==> src/rtl/uart_alu_cmd_if.sv <==
// rtl/uart_alu_cmd_if.sv - UART/ALU/transmitter signal bundle for the command sequencer
interface uart_alu_cmd_if #(
  parameter int DATA_BITS = 8,
  parameter int OP_BITS   = 6
);
  logic                 rx_done;
  logic [DATA_BITS-1:0] rx_data;
  logic [DATA_BITS-1:0] alu_result;
  logic                 tx_done;
  logic [DATA_BITS-1:0] alu_a;
  logic [DATA_BITS-1:0] alu_b;
  logic [OP_BITS-1:0]   alu_op;
  logic                 tx_start;
  logic [DATA_BITS-1:0] tx_data;
  logic                 busy;
  logic                 frame_timeout;
  logic                 rx_overrun;

  // Sequencer side
  modport slave (
    input  rx_done, rx_data, alu_result, tx_done,
    output alu_a, alu_b, alu_op, tx_start, tx_data, busy, frame_timeout, rx_overrun
  );

  // Surrounding UART/ALU side
  modport master (
    output rx_done, rx_data, alu_result, tx_done,
    input  alu_a, alu_b, alu_op, tx_start, tx_data, busy, frame_timeout, rx_overrun
  );
endinterface

==> src/rtl/uart_alu_cmd.sv <==
// rtl/uart_alu_cmd.sv - assembles A/B/opcode bytes into an ALU command and transmits the result
module uart_alu_cmd #(
  parameter int DATA_BITS      = 8,
  parameter int OP_BITS        = 6,
  parameter int TIMEOUT_CYCLES = 1000000
) (
  input logic           clk,
  input logic           reset,
  uart_alu_cmd_if.slave bus
);

  // A zero timeout disables the inter-byte watchdog; keep a 1-bit counter so widths stay legal.
  localparam bit              TIMEOUT_EN = (TIMEOUT_CYCLES > 0);
  localparam int              CNT_W      = TIMEOUT_EN ? $clog2(TIMEOUT_CYCLES + 1) : 1;
  localparam logic [CNT_W-1:0] CNT_LAST  = TIMEOUT_EN ? CNT_W'(TIMEOUT_CYCLES - 1) : '0;

  typedef enum logic [2:0] {
    S_WAIT_A,
    S_WAIT_B,
    S_WAIT_OP,
    S_EXEC,
    S_SEND,
    S_WAIT_TX
  } state_t;

  state_t               state, state_d;
  logic [DATA_BITS-1:0] a_stg, a_stg_d;
  logic [DATA_BITS-1:0] b_stg, b_stg_d;
  logic [OP_BITS-1:0]   op_stg, op_stg_d;
  logic [CNT_W-1:0]     cnt, cnt_d;
  logic [DATA_BITS-1:0] alu_a_q, alu_a_d;
  logic [DATA_BITS-1:0] alu_b_q, alu_b_d;
  logic [OP_BITS-1:0]   alu_op_q, alu_op_d;
  logic [DATA_BITS-1:0] tx_data_q, tx_data_d;
  logic                 tx_start_q, tx_start_d;
  logic                 timeout_q, timeout_d;
  logic                 overrun_q, overrun_d;

  // State and every output register; reset aborts any command in flight.
  always_ff @(posedge clk) begin
    if (reset) begin
      state      <= S_WAIT_A;
      a_stg      <= '0;
      b_stg      <= '0;
      op_stg     <= '0;
      cnt        <= '0;
      alu_a_q    <= '0;
      alu_b_q    <= '0;
      alu_op_q   <= '0;
      tx_data_q  <= '0;
      tx_start_q <= 1'b0;
      timeout_q  <= 1'b0;
      overrun_q  <= 1'b0;
    end else begin
      state      <= state_d;
      a_stg      <= a_stg_d;
      b_stg      <= b_stg_d;
      op_stg     <= op_stg_d;
      cnt        <= cnt_d;
      alu_a_q    <= alu_a_d;
      alu_b_q    <= alu_b_d;
      alu_op_q   <= alu_op_d;
      tx_data_q  <= tx_data_d;
      tx_start_q <= tx_start_d;
      timeout_q  <= timeout_d;
      overrun_q  <= overrun_d;
    end
  end

  // Next-state and next-output decode; pulses default low, data registers hold.
  always_comb begin
    state_d    = state;
    a_stg_d    = a_stg;
    b_stg_d    = b_stg;
    op_stg_d   = op_stg;
    cnt_d      = cnt;
    alu_a_d    = alu_a_q;
    alu_b_d    = alu_b_q;
    alu_op_d   = alu_op_q;
    tx_data_d  = tx_data_q;
    tx_start_d = 1'b0;
    timeout_d  = 1'b0;
    overrun_d  = 1'b0;

    case (state)
      S_WAIT_A: begin
        if (bus.rx_done) begin
          a_stg_d = bus.rx_data;
          cnt_d   = '0;
          state_d = S_WAIT_B;
        end
      end

      S_WAIT_B, S_WAIT_OP: begin
        if (bus.rx_done) begin
          // A byte arriving in the expiry cycle wins over the timeout.
          if (state == S_WAIT_B) begin
            b_stg_d = bus.rx_data;
            state_d = S_WAIT_OP;
          end else begin
            op_stg_d = bus.rx_data[OP_BITS-1:0];
            state_d  = S_EXEC;
          end
          cnt_d = '0;
        end else if (TIMEOUT_EN) begin
          if (cnt == CNT_LAST) begin
            timeout_d = 1'b1;
            a_stg_d   = '0;
            b_stg_d   = '0;
            cnt_d     = '0;
            state_d   = S_WAIT_A;
          end else begin
            cnt_d = cnt + CNT_W'(1);
          end
        end
      end

      S_EXEC: begin
        // Operands and opcode change together so the ALU never sees a mixed command.
        alu_a_d   = a_stg;
        alu_b_d   = b_stg;
        alu_op_d  = op_stg;
        overrun_d = bus.rx_done;
        state_d   = S_SEND;
      end

      S_SEND: begin
        tx_data_d  = bus.alu_result;
        tx_start_d = 1'b1;
        overrun_d  = bus.rx_done;
        state_d    = S_WAIT_TX;
      end

      S_WAIT_TX: begin
        overrun_d = bus.rx_done;
        if (bus.tx_done) begin
          state_d = S_WAIT_A;
        end
      end

      default: begin
        state_d = S_WAIT_A;
      end
    endcase
  end

  assign bus.busy          = (state == S_EXEC) || (state == S_SEND) || (state == S_WAIT_TX);
  assign bus.alu_a         = alu_a_q;
  assign bus.alu_b         = alu_b_q;
  assign bus.alu_op        = alu_op_q;
  assign bus.tx_data       = tx_data_q;
  assign bus.tx_start      = tx_start_q;
  assign bus.frame_timeout = timeout_q;
  assign bus.rx_overrun    = overrun_q;

endmodule

==> src/flat_wrapper.sv <==
// flat-port wrapper written by rule: the top's interface ports become plain ports
module uart_alu_cmd_flat 
#(
  parameter int DATA_BITS      = 8,
  parameter int OP_BITS        = 6,
  parameter int TIMEOUT_CYCLES = 1000000
)
  (clk, reset, bus_rx_done, bus_rx_data, bus_alu_result, bus_tx_done, bus_alu_a, bus_alu_b, bus_alu_op, bus_tx_start, bus_tx_data, bus_busy, bus_frame_timeout, bus_rx_overrun);
  uart_alu_cmd_if #(.DATA_BITS(DATA_BITS), .OP_BITS(OP_BITS)) bus_i ();
  input logic clk;
  input logic reset;
  input wire logic [$bits(bus_i.rx_done)-1:0] bus_rx_done;
  input wire logic [$bits(bus_i.rx_data)-1:0] bus_rx_data;
  input wire logic [$bits(bus_i.alu_result)-1:0] bus_alu_result;
  input wire logic [$bits(bus_i.tx_done)-1:0] bus_tx_done;
  output wire logic [$bits(bus_i.alu_a)-1:0] bus_alu_a;
  output wire logic [$bits(bus_i.alu_b)-1:0] bus_alu_b;
  output wire logic [$bits(bus_i.alu_op)-1:0] bus_alu_op;
  output wire logic [$bits(bus_i.tx_start)-1:0] bus_tx_start;
  output wire logic [$bits(bus_i.tx_data)-1:0] bus_tx_data;
  output wire logic [$bits(bus_i.busy)-1:0] bus_busy;
  output wire logic [$bits(bus_i.frame_timeout)-1:0] bus_frame_timeout;
  output wire logic [$bits(bus_i.rx_overrun)-1:0] bus_rx_overrun;
  assign bus_i.rx_done = bus_rx_done;
  assign bus_i.rx_data = bus_rx_data;
  assign bus_i.alu_result = bus_alu_result;
  assign bus_i.tx_done = bus_tx_done;
  assign bus_alu_a = bus_i.alu_a;
  assign bus_alu_b = bus_i.alu_b;
  assign bus_alu_op = bus_i.alu_op;
  assign bus_tx_start = bus_i.tx_start;
  assign bus_tx_data = bus_i.tx_data;
  assign bus_busy = bus_i.busy;
  assign bus_frame_timeout = bus_i.frame_timeout;
  assign bus_rx_overrun = bus_i.rx_overrun;
  uart_alu_cmd #(.DATA_BITS(DATA_BITS), .OP_BITS(OP_BITS), .TIMEOUT_CYCLES(TIMEOUT_CYCLES)) u_core (.clk(clk), .reset(reset), .bus(bus_i));
endmodule
==> config.mk <==
export PLATFORM = sky130hd
export DESIGN_NAME = uart_alu_cmd_flat
export DESIGN_NICKNAME = d
export VERILOG_FILES = /design/src/rtl/uart_alu_cmd_if.sv /design/src/rtl/uart_alu_cmd.sv /design/src/flat_wrapper.sv
export SDC_FILE = /design/constraint.sdc
export NUM_CORES = 1
export LEC_CHECK = 0
export BUFFER_PORTS_ARGS = -buffer_cell sky130_fd_sc_hd__buf_4
export CORE_MARGIN = 3
export CORE_UTILIZATION = 35
export CTS_CLUSTER_SIZE = 25
export DETAILED_ROUTE_END_ITERATION = 10
export GPL_ROUTABILITY_DRIVEN = 0
export GPL_TIMING_DRIVEN = 0
export HOLD_SLACK_MARGIN = 0.02
export PLACE_DENSITY = 0.53
export SETUP_SLACK_MARGIN = 0.02
export SYNTH_ARGS = -nofsm -noshare
export SYNTH_HDL_FRONTEND = slang
export SYNTH_SLANG_ARGS = --single-unit
export TNS_END_PERCENT = 1
==> constraint.sdc <==
create_clock -name clk -period 4.96 [get_ports clk]
set_input_delay 0.744 -clock clk [delete_from_list [all_inputs] [get_ports clk]]
set_output_delay 0.744 -clock clk [all_outputs]
set_load 0.1 [all_outputs]
==> impl_metrics.xml <==
<?xml version="1.0" encoding="UTF-8"?>
<metrics>
  <group name="yosys">
    <metric name="synth_adder_area_share" unit="%">0.3891</metric>
    <metric name="yosysSeqAreaShare" unit="%">48.56</metric>
    <metric name="main_combinational_cell_family_by_area_after_synthesis" unit="">simple AND/OR/NAND/NOR gates</metric>
    <metric name="yosys.cell_types.count" unit="">49</metric>
    <metric name="synth-main-ff-cell" unit="">dfxtp_1</metric>
    <metric name="synth_enable_flop_cells" unit="">0</metric>
    <metric name="synth-seq-cells" unit="">78</metric>
    <metric name="syn-cell-area" unit="mm²">0.003216</metric>
    <metric name="synth_xor_area_share" unit="%">1.907</metric>
    <metric name="synth_top_cells_by_count" unit="">dfxtp_1 (78), nand2_1 (70), a21oi_1 (46)</metric>
    <metric name="syn_area_per_cell" unit="µm²">8.644</metric>
    <metric name="synth_top_cells_by_area" unit="">dfxtp_1 (49%), nand2_1 (8.2%), a21oi_1 (7.2%), mux2i_1 (5.9%), nor2_1 (3.5%)</metric>
    <metric name="proportion_of_synthesized_area_in_mux_cells" unit="%">5.914</metric>
    <metric name="complex_gate_fraction_of_the_synthesized_area" unit="%">13.66</metric>
    <metric name="ys_async_sr_fraction" unit="%">0</metric>
    <metric name="post_synth_inst_count" unit="">372</metric>
    <metric name="mappedNetlistNets" unit="">393</metric>
    <metric name="synth.yosys.warnings" unit="">0</metric>
    <metric name="synth_area_leader" unit="">dfxtp_1</metric>
    <metric name="synth_simple_gate_area_share" unit="%">26.30</metric>
    <metric name="synth_most_common_cell" unit="">dfxtp_1</metric>
    <metric name="post-synth-top-area-fraction" unit="%">48.56</metric>
  </group>
  <group name="sta">
    <metric name="rsz0062_at_grt" unit="">no</metric>
    <metric name="postLayoutSetupSlackWorst" unit="ns">2.180</metric>
    <metric name="final.min_clock_period" unit="ns">2.780</metric>
    <metric name="slew_headroom" unit="%">47.23</metric>
    <metric name="finalCritPeriodShare" unit="%">56.05</metric>
    <metric name="final_max_slew_viol_count" unit="">0</metric>
    <metric name="setup_total_negative_slack" unit="ns">0</metric>
    <metric name="hold_violations" unit="">0</metric>
    <metric name="clock.fmax" unit="MHz">359.7</metric>
    <metric name="report.final.setup_viol" unit="">0</metric>
    <metric name="slew_at_the_pin_with_the_worst_max_slew_slack" unit="ns">0.7879</metric>
    <metric name="fin_worst_skew" unit="ns">0.01081</metric>
  </group>
  <group name="routing">
    <metric name="firstDrtPassIters" unit="">4</metric>
    <metric name="route.detailed.vias_per_inst" unit="">5.177</metric>
    <metric name="route.final.wire_length" unit="µm">7954</metric>
    <metric name="route.detailed.wl_per_inst" unit="µm">14.49</metric>
    <metric name="ant_nets" unit="">0</metric>
    <metric name="drt_drc_violations_left" unit="">0</metric>
    <metric name="routed-via-count" unit="">2842</metric>
    <metric name="first_iter_violations" unit="">188</metric>
  </group>
  <group name="critical_path">
    <metric name="setup.worst_path.class" unit="">flop to output port</metric>
    <metric name="cp_max_fo" unit="">10</metric>
    <metric name="cp_slowest_cell" unit="">buf_1</metric>
    <metric name="crit_path_end_kind" unit="">output port</metric>
    <metric name="worst_setup_path_start_kind" unit="">flop</metric>
    <metric name="path_cells" unit="">buf_2 &gt; buf_1 &gt; nand3b_1 &gt; nand2_1 &gt; buf_4</metric>
    <metric name="cp.arrival" unit="ns">2.04</metric>
    <metric name="timing.critical_path.slowest_cell_delay" unit="ns">0.41</metric>
    <metric name="worst-endpoint-required" unit="ns">4.22</metric>
  </group>
  <group name="clocking">
    <metric name="cell_at_the_root_of_the_clock_tree" unit="">clkbuf_8</metric>
    <metric name="number_of_buffers_inserted_during_clock_tree_synthesis" unit="">9</metric>
    <metric name="worst_skew_pair_later_pin_latency" unit="ns">0.36</metric>
    <metric name="cts_repair_resize_count" unit="">0</metric>
    <metric name="cts_buffer_depth" unit="">2</metric>
    <metric name="cts.sinks" unit="">78</metric>
    <metric name="cts-hold-fix-buffers" unit="">0</metric>
    <metric name="cts_tree" unit="">built</metric>
    <metric name="ctsHtreeMaxLevel" unit="">3</metric>
    <metric name="clkSlewWorstSetupHoldPaths" unit="ns">0.09</metric>
    <metric name="cts.repair_timing.setup_buffer_count" unit="">0</metric>
  </group>
  <group name="placement">
    <metric name="post_dp_hpwl" unit="µm">5666</metric>
    <metric name="placed_area" unit="mm²">0.003749</metric>
    <metric name="place.port_buffers" unit="">53</metric>
    <metric name="worst_setup_slack_post_dpl" unit="ns">2.508</metric>
  </group>
  <group name="final_layout">
    <metric name="layout-drive-gt1-share" unit="%">19.73</metric>
    <metric name="number_of_fill_cells" unit="">910</metric>
    <metric name="design.final.nets" unit="">457</metric>
    <metric name="area.growth.synth_to_final" unit="%">22.76</metric>
    <metric name="finish.instance_area" unit="mm²">0.003948</metric>
    <metric name="antenna_diode_count" unit="">0</metric>
    <metric name="finish.utilization" unit="%">44.83</metric>
  </group>
  <group name="die">
    <metric name="dieArea" unit="mm²">0.01037</metric>
    <metric name="floorplan.initialDensity" unit="%">36.52</metric>
    <metric name="die_width" unit="µm">101.9</metric>
    <metric name="core_area" unit="mm²">0.008806</metric>
    <metric name="num_rows" unit="">34</metric>
    <metric name="die_height" unit="µm">101.9</metric>
    <metric name="top_level_ports" unit="">54</metric>
  </group>
  <group name="global_route">
    <metric name="number_of_antenna_violations_at_the_first_check_in_global_routing" unit="">0</metric>
    <metric name="largest_net_degree_at_the_start_of_global_routing" unit="">15</metric>
    <metric name="grt_use_total" unit="%">16.28</metric>
    <metric name="globalRouteOverflowTotal" unit="">0</metric>
    <metric name="grt_pass1_wl" unit="µm">13180</metric>
    <metric name="first_global_vias" unit="">2652</metric>
  </group>
  <group name="power_and_ir_drop">
    <metric name="design_power_total" unit="µW">1253</metric>
    <metric name="power-per-cell-area" unit="mW/mm²">317.3</metric>
    <metric name="cellLeakagePower" unit="µW">0.001452</metric>
    <metric name="max-vdd-ir-drop" unit="V">0.0001453</metric>
  </group>
  <group name="run">
    <metric name="drv.max_cap_violation_count" unit="">0</metric>
  </group>
  <group name="worst_hold_path">
    <metric name="hold_path_class" unit="">flop to flop</metric>
  </group>
  <group name="run_status">
    <metric name="outcome" unit="">finished clean</metric>
  </group>
</metrics>
-- cell type report --
cell class	count	area, µm²	share of cell area (%)
clock inverters	6	71.32	1.807
multi-input cells	270	1549	39.24
repair buffers	53	397.9	10.08
inverters	4	15.01	0.3803
flip-flops and latches	78	1562	39.56
plain buffers	20	90.09	2.282
clock buffers	10	127.6	3.233
well taps	108	135.1	3.423
-- routing by layer --
layer | up-vias | GRT usage [%] | routed length [µm]
li1 | 1430 | - | -
met5 | - | 0 | 0
met3 | 12 | 3.618 | 445
met2 | 62 | 23.64 | 3399
met4 | 0 | 7.568 | 153
met1 | 1338 | 23.02 | 3956
-- path summary, 6_finish.rpt --
kind | depth (start not counted) | endpoint | start | slack (ns)
min reg2reg | 2 | u_core.bus.alu_a[7] | u_core.a_stg[7] | 0.44
max | 5 | bus_busy | u_core.state[0] | 2.18
min | 2 | u_core.bus.alu_a[7] | u_core.a_stg[7] | 0.44
max reg2reg | 7 | u_core.b_stg[1] | u_core.cnt[0] | 2.83
-- cells by family after synthesis --
family | count (synthesis)
simple gates | 171
mux | 19
buf+inv | 24
fa+ha+maj | 1
flops | 78
xor+xnor | 7
compound gates | 72
-- power breakdown --
part | switching [µW] | internal, µW | leakage, µW
logic | 78.1 | 42.1 | 0.000729
clock network | 250 | 236 | 0.0000931
registers | 7.36 | 639 | 0.000630
total | 336 | 917 | 0.00145
-- critical path, delay by kind of cell (launching register included) --
| kind | cells | cell delay [ns] |
|---|---|---|
| buffers and inverters | 3 | 0.89 |
| DFF | 1 | 0.31 |
| and+or+nand+nor | 2 | 0.48 |
-- through the flow --
step	hold slack, ns	std cells
after floorplan	0.4313	372
after global placement	0.4419	533
after detailed placement	0.4425	533
after CTS	0.4527	549
after global routing	0.4670	549
final	0.4449	549
-- flip-flops by register name (all words and copies together) (netlist names) --
name,flops
u_core.a_stg,8
u_core.b_stg,8
u_core.bus.alu_a,8
u_core.bus.alu_b,8
u_core.bus.alu_op,6
u_core.bus.frame_timeout,1
u_core.bus.rx_overrun,1
u_core.bus.tx_data,8
u_core.bus.tx_start,1
u_core.cnt,20
u_core.op_stg,6
u_core.state,3
-- cells in the final DEF (no fill, tap or decap), drive strengths merged, types with 3 or more instances in the layout --
master	netlist	layout
xnor2	5	5
nor3	10	10
or2	4	4
nand4	9	9
clkbuf	13	23
mux2i	19	19
nor4	4	4
nand3	19	19
nor2	31	31
buf	7	60
a21oi	47	47
and3	5	5
a22o	9	9
inv	4	5
nand2	70	70
dfxtp	78	78
and3b	3	3
o21ai	5	5
and2	3	3
Power figures use the tool's default switching activity.
